==> config.mk <==
export PLATFORM = sky130hd
export DESIGN_NAME = cdc_s2a_qdi_tx
export DESIGN_NICKNAME = d
export VERILOG_FILES = /design/src/rtl/cdc_pkg.sv /design/src/rtl/cdc_sync_ff.sv /design/src/rtl/cdc_s2a_qdi_tx.sv
export SDC_FILE = /design/constraint.sdc
export NUM_CORES = 1
export LEC_CHECK = 0
export BUFFER_PORTS_ARGS = -buffer_cell sky130_fd_sc_hd__buf_4
export CORE_ASPECT_RATIO = 1.75
export CORE_UTILIZATION = 50
export CTS_CLUSTER_DIAMETER = 40
export CTS_CLUSTER_SIZE = 40
export DETAILED_ROUTE_END_ITERATION = 7
export GPL_TIMING_DRIVEN = 0
export PLACE_DENSITY = 0.75
export SYNTH_ARGS = -nofsm -noshare
export SYNTH_HDL_FRONTEND = slang
export SYNTH_SLANG_ARGS = --single-unit
export TNS_END_PERCENT = 5
==> constraint.sdc <==
create_clock -name CLK -period 7.71 [get_ports CLK]
set_input_delay 1.542 -clock CLK [delete_from_list [all_inputs] [get_ports CLK]]
set_output_delay 1.542 -clock CLK [all_outputs]
set_load 0.02 [all_outputs]
==> src/rtl/cdc_pkg.sv <==
// Shared definitions for the sync-to-async QDI transmit path: FSM state codes and 1of4 encoding.
package cdc_pkg;

  typedef logic [1:0] state_t;

  localparam state_t ST_IDLE    = 2'd0;
  localparam state_t ST_DATA    = 2'd1;
  localparam state_t ST_NEUTRAL = 2'd2;

  // Two-bit value to one-hot rail set; value v raises rail v.
  function automatic logic [3:0] enc_1of4(input logic [1:0] v);
    logic [3:0] r;
    case (v)
      2'd0:    r = 4'b0001;
      2'd1:    r = 4'b0010;
      2'd2:    r = 4'b0100;
      2'd3:    r = 4'b1000;
      default: r = 4'b0000;
    endcase
    return r;
  endfunction

endpackage

==> src/rtl/cdc_sync_ff.sv <==
// Multi-flop synchronizer for one asynchronous enable bit.
module cdc_sync_ff #(
  parameter int STAGES = 2
) (
  input  logic clk,
  input  logic rst,
  input  logic d,
  output logic q
);

  logic [STAGES-1:0] sync_r;

  // Shift the raw input through the synchronizer chain.
  always_ff @(posedge clk or posedge rst) begin
    if (rst) begin
      sync_r <= '0;
    end else begin
      sync_r <= {sync_r[STAGES-2:0], d};
    end
  end

  assign q = sync_r[STAGES-1];

endmodule

==> src/rtl/cdc_s2a_qdi_tx.sv <==
// Clocked valid/ready words in, 4-phase 1of4 QDI tokens out, decoupled by a small word FIFO.
module cdc_s2a_qdi_tx
  import cdc_pkg::*;
#(
  parameter int DW          = 64,
  parameter int DEPTH       = 2,
  parameter int SYNC_STAGES = 2
) (
  input  logic              CLK,
  input  logic              RESET,
  input  logic [DW-1:0]     Din,
  input  logic              Si,
  output logic              So,
  output logic [2*DW-1:0]   Tx,
  input  logic [DW/2-1:0]   Txe,
  output logic              Empty
);

  localparam int DIGITS = DW / 2;
  localparam int CW     = $clog2(DEPTH + 1);
  localparam int PW     = (DEPTH > 1) ? $clog2(DEPTH) : 1;

  logic [DIGITS-1:0] txe_s;
  logic              all_hi_s;
  logic              all_lo_s;
  logic              push_s;
  logic              pop_s;
  logic [DW-1:0]     head_s;
  logic [2*DW-1:0]   tx_enc_s;
  logic [2*DW-1:0]   tx_nxt_s;
  state_t            state_nxt_s;
  logic [CW-1:0]     count_nxt_s;

  logic [DW-1:0]     mem_r [DEPTH];
  logic [PW-1:0]     wr_ptr_r;
  logic [PW-1:0]     rd_ptr_r;
  logic [CW-1:0]     count_r;
  state_t            state_r;
  logic [2*DW-1:0]   tx_r;
  logic              so_r;
  logic              empty_r;

  genvar g;
  generate
    for (g = 0; g < DIGITS; g++) begin : g_sync
      cdc_sync_ff #(.STAGES(SYNC_STAGES)) u_sync (
        .clk (CLK),
        .rst (RESET),
        .d   (Txe[g]),
        .q   (txe_s[g])
      );
    end
  endgenerate

  assign all_hi_s = &txe_s;
  assign all_lo_s = ~|txe_s;
  assign push_s   = Si && so_r;
  assign head_s   = mem_r[rd_ptr_r];

  // Encode the FIFO head digit by digit so it can be loaded onto the rails in one edge.
  always_comb begin
    tx_enc_s = '0;
    for (int k = 0; k < DIGITS; k++) begin
      tx_enc_s[4*k +: 4] = enc_1of4(head_s[2*k +: 2]);
    end
  end

  // Handshake FSM; mixed enable patterns leave state and rails untouched.
  always_comb begin
    state_nxt_s = state_r;
    tx_nxt_s    = tx_r;
    pop_s       = 1'b0;
    case (state_r)
      ST_IDLE: begin
        if ((count_r != '0) && all_hi_s) begin
          pop_s       = 1'b1;
          tx_nxt_s    = tx_enc_s;
          state_nxt_s = ST_DATA;
        end else begin
          tx_nxt_s    = '0;
        end
      end
      ST_DATA: begin
        if (all_lo_s) begin
          tx_nxt_s    = '0;
          state_nxt_s = ST_NEUTRAL;
        end else begin
          tx_nxt_s    = tx_r;
        end
      end
      ST_NEUTRAL: begin
        tx_nxt_s = '0;
        if (all_hi_s) begin
          state_nxt_s = ST_IDLE;
        end else begin
          state_nxt_s = ST_NEUTRAL;
        end
      end
      default: begin
        tx_nxt_s    = '0;
        state_nxt_s = ST_IDLE;
      end
    endcase
  end

  assign count_nxt_s = count_r + CW'(push_s) - CW'(pop_s);

  // Control state; So and Empty are registered from next-state values so they stay glitch-free.
  always_ff @(posedge CLK or posedge RESET) begin
    if (RESET) begin
      state_r  <= ST_IDLE;
      tx_r     <= '0;
      count_r  <= '0;
      wr_ptr_r <= '0;
      rd_ptr_r <= '0;
      so_r     <= 1'b0;
      empty_r  <= 1'b1;
    end else begin
      state_r <= state_nxt_s;
      tx_r    <= tx_nxt_s;
      count_r <= count_nxt_s;
      so_r    <= (count_nxt_s != CW'(DEPTH));
      empty_r <= (count_nxt_s == '0) && (state_nxt_s == ST_IDLE);
      if (push_s) begin
        wr_ptr_r <= (wr_ptr_r == PW'(DEPTH - 1)) ? '0 : wr_ptr_r + PW'(1);
      end
      if (pop_s) begin
        rd_ptr_r <= (rd_ptr_r == PW'(DEPTH - 1)) ? '0 : rd_ptr_r + PW'(1);
      end
    end
  end

  // FIFO storage; contents are don't-care until written.
  always_ff @(posedge CLK) begin
    if (push_s) begin
      mem_r[wr_ptr_r] <= Din;
    end
  end

  assign So    = so_r;
  assign Tx    = tx_r;
  assign Empty = empty_r;

endmodule

==> results.cfg <==
[outcome]
status = complete, no violations

[routing]
via_per_inst = 5.791
drtIter0Drc = 400
firstDrtPassIters = 5
wl_per_cell_um = 22.58
drcViolationCount = 0
vias = 7308
wirelength_mm = 28.50
ant_nets = 0

[grt]
grt_pass1_wl_mm = 43.47
overflow = 0
grt_max_degree = 125
grt_pass1_vias = 7926
grt_usage = 0.2325
antenna_found_initial = 4

[flow_run]
maxCapViolCount = 0

[critical_path]
max_stage_delay_ps = 430
start_kind = flip-flop
required_ps = 8160
crit_path_end_kind = flip-flop
slowest_stage = nor4_2
crit_arrival_ps = 3350
critPathLaunch = g_sync[24].u_sync.sync_r[1]$_DFF_PP0_
r2r-start = g_sync[24].u_sync.sync_r[1]$_DFF_PP0_
path_cells = nand4_1 > nor4_2 > and3_1 > buf_4 > buf_2 > ha_1 > inv_1 > ha_1 > xnor2_1 > xnor2_1 > or3_1 > nor3_1
path_max_fanout = 10
criticalPathCategory = reg2reg

[synthesis]
synth_edf_count = 128
ys_ff_latch = 328
synth_cell_type_count = 29
synthArstFlopShare = 0.6098
synth_nets = 774
yosysWarnings = 0
syn_avg_cell_area_um2 = 17.97
synth_cells = 673
synth_area_mm2 = 0.01210
synth_ff_type = dfrtp_1
synth-seq-area-share = 0.7316

[clock_tree]
cts_hold_buf = 0
ctsResizeCount = 0
cts.reportedPaths.clkPinSlew_ps = 80
cts_root_buffer = clkbuf_16
insertion_delay_ps = 540
clock-sinks = 328
cts_tree = built
post_cts_buffers = 0
clock_path_buffers = 3
h-tree-depth = 1
cts-buffers-inserted = 25

[power]
p_seq_frac = 0.545
power.share.combinational = 0.097
power.switching_mw = 0.9650
p_leak_nw = 6.377
ir_drop_mv = 0.2542
p_per_area_mw_per_mm2 = 251.8
p_clk_frac = 0.358
intPower_mw = 2.860
sw_frac_of_total = 0.2523

[final_layout]
fillers = 1808
fin_util = 0.6373
design.final.nets = 1033
post-route-cell-area_mm2 = 0.01519
area_growth_pct = 25.57
layout-drive-gt1-share = 0.4042
multi_input_comb_area_mm2 = 0.002942
instances_no_fill = 1262
ff_latch_area_mm2 = 0.008850

[placed_design]
gp_congestion = 0.7872
placedInstanceArea_mm2 = 0.01431
place.port_buffers = 228
dp_hpwl_mm = 19.75
pre_cts_slack_ps = 4700
dp.cells = 1213

[timing]
min_period_ps = 2900
worstMarginPinSlew_ps = 924.4
slew_headroom = 0.3837
skew_ps = 15.17
fmax_mhz = 344.9
holdWs_ps = 350.3
setup_viol = 0
slew_viol_final = 0
post-route-period-util = 0.3761
hold_viol = 0
rsz0062_at_grt = false
finalWorstSetupSlack_ps = 4810

[floorplanning]
pin_count = 229
start_util = 0.5075
fp.dieW_um = 119.6
die_area_mm2 = 0.02484
die_h_um = 207.8
core_mm2 = 0.02384
rows = 75

[hold_path]
hold_path_startpoint = g_sync[25].u_sync.sync_r[0]$_DFF_PP0_
hold_path.class = reg2reg
-- synthesized netlist by cell type (2+ instances only) --
library cell	number	area share
dfrtp_1	199	0.41
a32o_1	128	0.11
edfxtp_1	128	0.32
mux2_2	64	0.060
mux2i_1	64	0.053
buf_2	26	0.011
nand4_1	10	0.0052
buf_8	9	0.011
nor4_1	8	0.0041
clkbuf_1	6	0.0019
inv_1	4	0.0012
nor2_1	3	0.00093
xnor2_1	3	0.0022
and3_1	2	0.0010
ha_1	2	0.0021
nand2b_1	2	0.0010
nor3_1	2	0.00083
nor4_2	2	0.0021
-- state kept, by name, summed over array words and instances, names as in the netlist --
| signal | cells |
|---|---|
| Empty | 1 |
| So | 1 |
| Tx | 128 |
| count_r | 2 |
| g_sync.u_sync.sync_r | 64 |
| mem_r | 128 |
| rd_ptr_r | 1 |
| state_r | 2 |
| wr_ptr_r | 1 |
-- worst max-delay path, delay by kind of cell, from the launching register on --
family,cells,cell delay (ps)
XOR/XNOR,2,280
flip-flops,1,370
AND/OR/NAND/NOR,5,1270
buffers and inverters,3,460
adder cells (fa/ha/maj),2,420
-- cell usage in the layout (no fill, tap or decap), types with 9 or more instances in the layout --
cell type  Yosys  final
dfrtp_1      199    199
buf_4          1    229
mux2_2        64     64
edfxtp_1     128    128
mux2i_1       64     64
clkbuf_16      0     27
buf_2         26     26
a32o_1       128    128
buf_8          9      9
nand4_1       10     10
-- cell families (layout without fill, tap and decap cells) --
kind of cell	after synthesis	count (layout)	synth area share
fa+ha+maj	2	2	0.002068
flops	328	328	0.7316
buf+inv	47	324	0.02627
compound gates	131	131	0.1076
mux	128	128	0.1125
xor+xnor	4	4	0.002897
other cells	0	4	0
simple gates	33	33	0.01707
-- cell type report --
cell class                      count  share of cell area
Tap cell                          308             0.02537
Multi-Input combinational cell    298              0.1937
Antenna cell                        4           0.0006590
Clock inverter                     17             0.01260
Sequential cell                   328              0.5826
Buffer                             43             0.01993
Inverter                            4            0.001483
Clock buffer                       28             0.04473
Timing Repair Buffer              232              0.1189
-- layer usage --
metal | share of wire | track usage | vias up
met2 | 0.57 | 0.4365 | 235
met5 | 0 | 0 | -
met1 | 0.35 | 0.2532 | 3769
met3 | 0.044 | 0.03379 | 58
li1 | - | - | 3246
met4 | 0.037 | 0.1060 | 0
-- path summary, 6_finish.rpt --
kind	end	slack, ps	depth (start not counted)
max in group asynchronous	Tx[118]$_DFFE_PP0P_	5660	3
hold reg to reg	g_sync[25].u_sync.sync_r[1]$_DFF_PP0_	350	0
min in group asynchronous	Tx[55]$_DFFE_PP0P_	1050	2
hold / removal	g_sync[25].u_sync.sync_r[1]$_DFF_PP0_	350	0
setup / recovery	Empty$_DFF_PP1_	4810	12
setup reg to reg	Empty$_DFF_PP1_	4810	12
-- metrics by stage --
step | TNS (ps) | power (mW)
6_report | 0 | 3.825
5_1_grt | 0 | 3.960
4_1_cts | 0 | 3.853
3_5_place_dp | 0 | 2.492
3_3_place_gp | -261830 | 2.465
2_1_floorplan | 0 | 2.319
-- power by group through the flow --
stage,clock network [mW],logic (mW),registers [mW]
finish,1.37,0.372,2.08
global route,1.46,0.403,2.10
CTS,1.39,0.376,2.08
detailed placement,0,0.373,2.12
global placement,0,0.337,2.13
floorplan,0,0.204,2.11
Power figures use the tool's default switching activity.
